==> config.mk <==
export PLATFORM = sky130hd
export DESIGN_NAME = gcd_operand_feeder
export DESIGN_NICKNAME = d
export VERILOG_FILES = /design/src/rtl/gcd_operand_feeder.sv
export SDC_FILE = /design/constraint.sdc
export NUM_CORES = 1
export LEC_CHECK = 0
export CORE_MARGIN = 8
export CORE_UTILIZATION = 50
export CTS_CLUSTER_SIZE = 28
export DETAILED_ROUTE_END_ITERATION = 8
export PLACE_DENSITY = 0.8
export SYNTH_ARGS = -nofsm -noshare
export SYNTH_HDL_FRONTEND = slang
export SYNTH_SLANG_ARGS = --single-unit
==> constraint.sdc <==
create_clock -name clk -period 2.66 [get_ports clk]
set_input_delay 0.399 -clock clk [delete_from_list [all_inputs] [get_ports clk]]
set_output_delay 0.399 -clock clk [all_outputs]
set_load 0.01 [all_outputs]
==> src/rtl/gcd_operand_feeder.sv <==
// gcd_operand_feeder
// Sequences one operand pair into the GCD unit and returns its answer.
// An operand pair is accepted on the in_* valid/ready port. The block pulses
// gcd_start, then drives A and B serially on gcd_data and waits for gcd_done.
// The result, or a timeout error, is returned on the res_* valid/ready port.
// A pair with a zero operand bypasses the GCD unit entirely.
//
// Ports:
//   clk, rst             clock, asynchronous active-high reset
//   in_valid/in_ready    operand pair handshake, in_a/in_b operands
//   gcd_start            one-cycle start pulse to the GCD controlpath
//   gcd_data             shared data bus to the GCD datapath
//   gcd_done/gcd_result  completion level and result from the GCD unit
//   res_valid/res_ready  result handshake, res_data result, res_err timeout flag
module gcd_operand_feeder #(
    parameter int unsigned WIDTH   = 16,
    parameter int unsigned TIMEOUT = 255
) (
    input  logic             clk,
    input  logic             rst,
    input  logic             in_valid,
    output logic             in_ready,
    input  logic [WIDTH-1:0] in_a,
    input  logic [WIDTH-1:0] in_b,
    output logic             gcd_start,
    output logic [WIDTH-1:0] gcd_data,
    input  logic             gcd_done,
    input  logic [WIDTH-1:0] gcd_result,
    output logic             res_valid,
    input  logic             res_ready,
    output logic [WIDTH-1:0] res_data,
    output logic             res_err
);

    localparam int unsigned CNT_W = $clog2(TIMEOUT + 1);
    localparam logic [CNT_W-1:0] CNT_LAST = CNT_W'(TIMEOUT - 1);
    localparam logic [CNT_W-1:0] CNT_MAX  = CNT_W'(TIMEOUT);

    typedef enum logic [2:0] {
        S_IDLE,
        S_START,
        S_SEND_A,
        S_SEND_B,
        S_WAIT,
        S_OUT
    } state_t;

    state_t           state;
    logic [WIDTH-1:0] reg_a;
    logic [WIDTH-1:0] reg_b;
    logic [CNT_W-1:0] wait_cnt;

    // Sequencer: every output is registered and updated alongside the state.
    always_ff @(posedge clk or posedge rst) begin
        if (rst) begin
            state     <= S_IDLE;
            reg_a     <= '0;
            reg_b     <= '0;
            wait_cnt  <= '0;
            in_ready  <= 1'b1;
            gcd_start <= 1'b0;
            gcd_data  <= '0;
            res_valid <= 1'b0;
            res_data  <= '0;
            res_err   <= 1'b0;
        end else begin
            gcd_start <= 1'b0;
            case (state)
                S_IDLE: begin
                    if (in_valid) begin
                        reg_a    <= in_a;
                        reg_b    <= in_b;
                        in_ready <= 1'b0;
                        // gcd(0,x)=x and gcd(0,0)=0, so the OR is the answer.
                        if ((in_a == '0) || (in_b == '0)) begin
                            res_data  <= in_a | in_b;
                            res_err   <= 1'b0;
                            res_valid <= 1'b1;
                            state     <= S_OUT;
                        end else begin
                            gcd_start <= 1'b1;
                            gcd_data  <= '0;
                            state     <= S_START;
                        end
                    end
                end
                S_START: begin
                    gcd_data <= reg_a;
                    state    <= S_SEND_A;
                end
                S_SEND_A: begin
                    gcd_data <= reg_b;
                    state    <= S_SEND_B;
                end
                S_SEND_B: begin
                    gcd_data <= '0;
                    wait_cnt <= '0;
                    state    <= S_WAIT;
                end
                S_WAIT: begin
                    // done wins over timeout when both land on the last cycle.
                    if (gcd_done) begin
                        res_data  <= gcd_result;
                        res_err   <= 1'b0;
                        res_valid <= 1'b1;
                        state     <= S_OUT;
                    end else if (wait_cnt == CNT_LAST) begin
                        res_data  <= '0;
                        res_err   <= 1'b1;
                        res_valid <= 1'b1;
                        state     <= S_OUT;
                    end else if (wait_cnt != CNT_MAX) begin
                        wait_cnt <= wait_cnt + CNT_W'(1);
                    end
                end
                S_OUT: begin
                    if (res_ready) begin
                        res_valid <= 1'b0;
                        in_ready  <= 1'b1;
                        state     <= S_IDLE;
                    end
                end
                default: begin
                    res_valid <= 1'b0;
                    in_ready  <= 1'b1;
                    gcd_data  <= '0;
                    state     <= S_IDLE;
                end
            endcase
        end
    end

endmodule

# Yosys cells after proc, flatten, opt, wreduce, memory -nomap -nowiden
# Index checks and enable logic that the tools add are counted.
dict set report word_totals {
  output_inout_bits 36
  register_bits 79
  latchBits 0
  ram_bits 0
  n_memories 0
  word_cells 80
  input_bits 53
  romBits 0
}
dict set report classes {
  shifts 0
  n_reduce_logical 16
  div 0
  bitwise_logic 4
  mux 34
  order_cmp 0
  mul 0
  n_eq_ne 15
  add_sub_neg 1
}
# operator n
set ops {}
lappend ops {{16-bit 2-to-1 mux} 6}
lappend ops {{16-bit case mux with 4 select lines} 1}
lappend ops {{16-bit logical NOT} 2}
lappend ops {{16-bit case mux with 2 select lines} 1}
lappend ops {{8-bit 2-to-1 mux} 3}
lappend ops {{3-bit case mux with 6 select lines} 1}
lappend ops {{16-bit bitwise OR} 1}
lappend ops {{8-bit case mux with 2 select lines} 1}
lappend ops {{3-bit 2-to-1 mux} 5}
lappend ops {{2-bit inequality test (second input constant)} 7}
lappend ops {{1-bit 2-to-1 mux} 13}
lappend ops {{3-bit AND reduction} 3}
lappend ops {{8-bit by 1-bit adder with 8-bit output (second input constant)} 1}
lappend ops {{8-bit == test (second input constant)} 1}
lappend ops {{8-bit inequality test (second input constant)} 1}
lappend ops {{4-bit AND reduction} 2}
lappend ops {{3-bit by 2-bit == test with 1-bit output (second input constant)} 2}
lappend ops {{3-bit == test (second input constant)} 2}
lappend ops {{5-bit AND reduction} 1}
lappend ops {{1-bit case mux with 4 select lines} 1}
lappend ops {{2-bit nonzero test} 2}
lappend ops {{4-bit OR reduction} 1}
lappend ops {{3-bit by 1-bit == test with 1-bit output (second input constant)} 1}
lappend ops {{3-bit logical NOT} 1}
lappend ops {{8 further kinds} 10}

# Depth between registers and ports, before layout
dict set report logic_depth {
  depth_word 5
  ltp_mapped 8
  ltp_nobuf 7
}

# Least setup slack after synthesis
# Ideal clock, no wire load.
dict set report synth_timing {
  path_type {register to register}
  start {reg wait_cnt[0]}
  end {reg res_data[1]}
  setup_ns 0.125
  required_ns 2.535
  arrival_ns 1.767
  n_path_buf 1
  stages_incl_launch_ff 9
  slack_ns 0.768
  cell_sequence {dfrtp_1 inv_1 ha_1 and3_1 a21oi_1 nor2_1 a21oi_4 buf_6 mux2_2}
}
dict set report synth_between {
  elab_chain_len 3
}
# item line
set synth_rtl {}
lappend synth_rtl {{start: declaration} 51} ;# logic [CNT_W-1:0] wait_cnt;
lappend synth_rtl {{start signal: assignment} 113} ;# wait_cnt <= wait_cnt + CNT_W'(1);
lappend synth_rtl {{8-bit == test} 107} ;# end else if (wait_cnt == CNT_LAST) begin
lappend synth_rtl {{3-bit inequality test (no source line)} --}
lappend synth_rtl {{4-bit AND reduction (no source line)} --}
lappend synth_rtl {{end signal: assignment} 76} ;# res_data <= in_a | in_b;
lappend synth_rtl {{end signal: assignment} 103} ;# res_data <= gcd_result;
lappend synth_rtl {{end: declaration} 31} ;# output logic [WIDTH-1:0] res_data,
# No other way between the ends.
# A chain may end at the register's enable or synchronous reset.

# Worst setup path after layout
dict set report layout_timing {
  start {reg state[1]}
  end {reg gcd_data[6]}
}
dict set report layout_between {
  elab_chain_len 4
  word_cells_on_any_way 11
  classes_between {6 x eq/ne; 1 x mux; 1 x bitwise; 3 x reduce/logical}
}
# item line
set layout_rtl {}
lappend layout_rtl {{start: declaration} 48} ;# state_t state;
lappend layout_rtl {{start signal: assignment} 56} ;# state <= S_IDLE;
lappend layout_rtl {{start signal: assignment} 79} ;# state <= S_OUT;
lappend layout_rtl {{start signal: assignment} 83} ;# state <= S_START;
lappend layout_rtl {{branches (longest 4 deep; another with 16-bit case mux with 4 select lines)} --}
lappend layout_rtl {{end signal: assignment} 88} ;# gcd_data <= reg_a;
lappend layout_rtl {{end signal: assignment} 92} ;# gcd_data <= reg_b;
lappend layout_rtl {{end: declaration} 26} ;# output logic [WIDTH-1:0] gcd_data,
# Several ways; the timed one is not identified.

==> qor.yml <==
ys_async_sr_fraction_pct: 100
grt_use_met2_pct: 33.6
cp.required_ns: 2.94
slew_headroom_pct: 24.3
worst_skew_pair.late_latency_ns: 0.35
ctsHoldBuffers: 0
die_w_um: 103
grt_pass1_vias: 3250
cp.arrival_ns: 2.54
drive_gt1_share_pct: 19.9
hold_violations: 0
path_max_fanout: 16
hp-class: "in -> async"
die-area_um2: 10600
postCtsResizedCells: 0
powerDensity_nw_per_um2: 1030
vdd_drop_max_uv: 524
ys_seq_elements: 79
start_kind: "flop"
yosys_warnings: 0
final.fill_count: 569
rows: 31
multi_input_area_um2: 1670
slowest_delay_ns: 0.93
setup-violations-final: 0
vias_per_cell: 5.80
seq_area_frac_synth_pct: 52.5
cts_max_path_buffers: 2
drc: 0
gr-total-overflow: 0
htreeDepth: 3
synth.avg_cell_area_um2: 11.4
dr.pass1.iters: 4
maxCapViolations: 0
crit_path_end_kind: "flop"
start_util_pct: 51.6
ff_latch_area_um2: 1980
drt_iter0_drc: 168
synthCells: 330
tns_ns: 0
fmax_mhz: 443
io_buffers: 88
hpwl_um: 7460
status: "finished clean"
syn2layout_area_growth_pct: 32.0
leakagePower_nw: 2.08
dp_worst_setup_slack_ns: 0.258
grt_max_degree: 60
synth_ff_type: "dfrtp_1"
top_usage_layer: "met2"
grtUsageMet3_pct: 5.33
synth-edff-count: 0
clock-sinks: 79
synthesis.area_um2: 3760
worst_pin_slew_ns: 1.13
grt_pass1_wl_um: 16600
io_pins: 89
design.core.area_um2: 7290
path_class: "reg -> reg"
gp_congestion: 0.854
skew_ns: 0.00643
cts_tree: "built"
setup_slack_ns: 0.405
crit_chain: "buf_4 -> nor3b_2 -> a221o_1"
syn-num-nets: 385
cpMaxStageDelayCell: "nor3b_2"
clk_pin_slew_worst_paths_ns: 0.08
cts_setup_buffers: 0
fin_nets: 477
fin_crit_sh_pct: 84.8
drt-total-wl_um: 10200
ant_nets: 0
groute.usage.overall_pct: 20.4
fp.dieH_um: 103
rsz0062_at_grt: "false"
vias: 3051
cts_root_buf: "clkbuf_8"
yosysUniqueCellTypes: 44
grt_use_met1_pct: 25.1
cts_buffers: 9
finalCriticalPeriod_ns: 2.26
antennaDiodeCount: 0
avgRoutedWirePerCell_um: 19.4
antenna_found_initial: 0
slew_violations: 0
[registers in the layout, indices dropped and copies added (netlist names)]
name and count:
gcd_start 1, reg_a 16, res_err 1, reg_b 16, res_valid 1, gcd_data 16, in_ready 1, state 3
res_data 16, wait_cnt 8
[critical path: cells and delay by family (launching register included)]
family                 cells  cell delay, ns
buffers and inverters      1            0.31
AOI/OAI and AO/OA          1            0.30
DFF                        1            0.66
and+or+nand+nor            1            0.93
[Yosys cell counts (2+ instances only)]
library cell | instances | area [um^2]
a21oi_1 | 7 | 35.0
a221o_1 | 17 | 170
a22oi_1 | 16 | 120
and3_1 | 4 | 25.0
buf_1 | 4 | 15.0
buf_2 | 8 | 40.0
buf_6 | 3 | 33.8
clkbuf_1 | 6 | 22.5
dfrtp_1 | 78 | 1950
ha_1 | 2 | 25.0
inv_1 | 4 | 15.0
mux2_2 | 47 | 529
mux2i_1 | 2 | 20.0
nand2_1 | 26 | 97.6
nand2b_1 | 3 | 18.8
nand3_1 | 19 | 95.1
nand4_1 | 3 | 18.8
nor2_1 | 24 | 90.1
nor3_1 | 4 | 20.0
nor4_1 | 8 | 50.1
o21ai_0 | 19 | 95.1
o31ai_1 | 3 | 22.5
xnor2_1 | 2 | 17.5
[layout make-up]
class	instances	share of cell area [%]
Clock buffer	10	2.57
Clock inverter	6	1.26
Tap cell	99	2.49
Inverter	4	0.302
Sequential cell	79	39.8
Multi-Input combinational cell	226	33.5
Timing Repair Buffer	102	20.1
[routing by layer]
metal	part of all wire (%)	vias to the layer above
met4	1.3	0
met5	0	-
li1	-	1406
met2	50	105
met3	7.7	12
met1	41	1528
[power breakdown]
group	total [mW]	internal [mW]	switching [mW]	leakage (nW)
logic	2.14	1.21	0.932	1.03
clock network	0.868	0.430	0.437	0.0883
registers	2.09	1.72	0.372	0.968
total	5.10	3.36	1.74	2.08
[worst paths after layout]
check,startpoint,to,slack (ns),cells after the start
max in group asynchronous,rst,in_ready,1.55,3
setup reg to reg,state[1],gcd_data[6],0.40,3
setup / recovery,state[1],gcd_data[6],0.40,3
min in group clk,reg_a[8],reg_a[8],0.51,1
hold / removal,rst,res_data[6],0.39,2
hold reg to reg,reg_a[8],reg_a[8],0.51,1
[cell usage in the layout (no fill, tap or decap), types with 2 or more instances in the layout]
master	synthesis	layout
a21oi_1	7	7
a221o_1	17	17
a22oi_1	16	16
and3_1	4	4
buf_4	0	13
clkbuf_8	0	9
clkdlybuf4s50_1	0	88
clkinv_2	0	2
clkinvlp_4	0	3
dfrtp_1	78	78
ha_1	2	2
inv_1	4	3
mux2_2	47	47
mux2i_1	2	2
nand2_1	26	26
nand2b_1	3	3
nand3_1	19	19
nand4_1	3	3
nor2_1	24	24
nor3_1	4	4
nor3b_2	1	2
nor4_1	8	8
o21ai_0	19	19
o31ai_1	3	3
xnor2_1	2	2
[logic make-up (layout without fill, tap and decap cells)]
group,after synthesis,in the layout,synth area share (%)
and+or+nand+nor,100,100,13.3
DFF,79,79,52.5
AOI/OAI and AO/OA,71,71,14.4
muxes,50,50,15.0
buffers and inverters,25,122,3.36
xor gates and xnor gates,3,3,0.698
adders and majority gates,2,2,0.665
[through the flow]
step                      area [um^2]  total power, mW  std cells  hold WS, ns  utilization (%)
after floorplan                  3760             3.33        330        0.474                -
after global placement           4780             4.17        510        0.482             65.6
after detailed placement         4780             4.26        510        0.499             65.6
after CTS                        4970             5.12        526        0.399             68.2
after global routing             4970             5.41        526        0.429             68.2
final                            4970             5.10        526        0.388             68.2
Note: power is estimated with default switching activity, not from simulation.
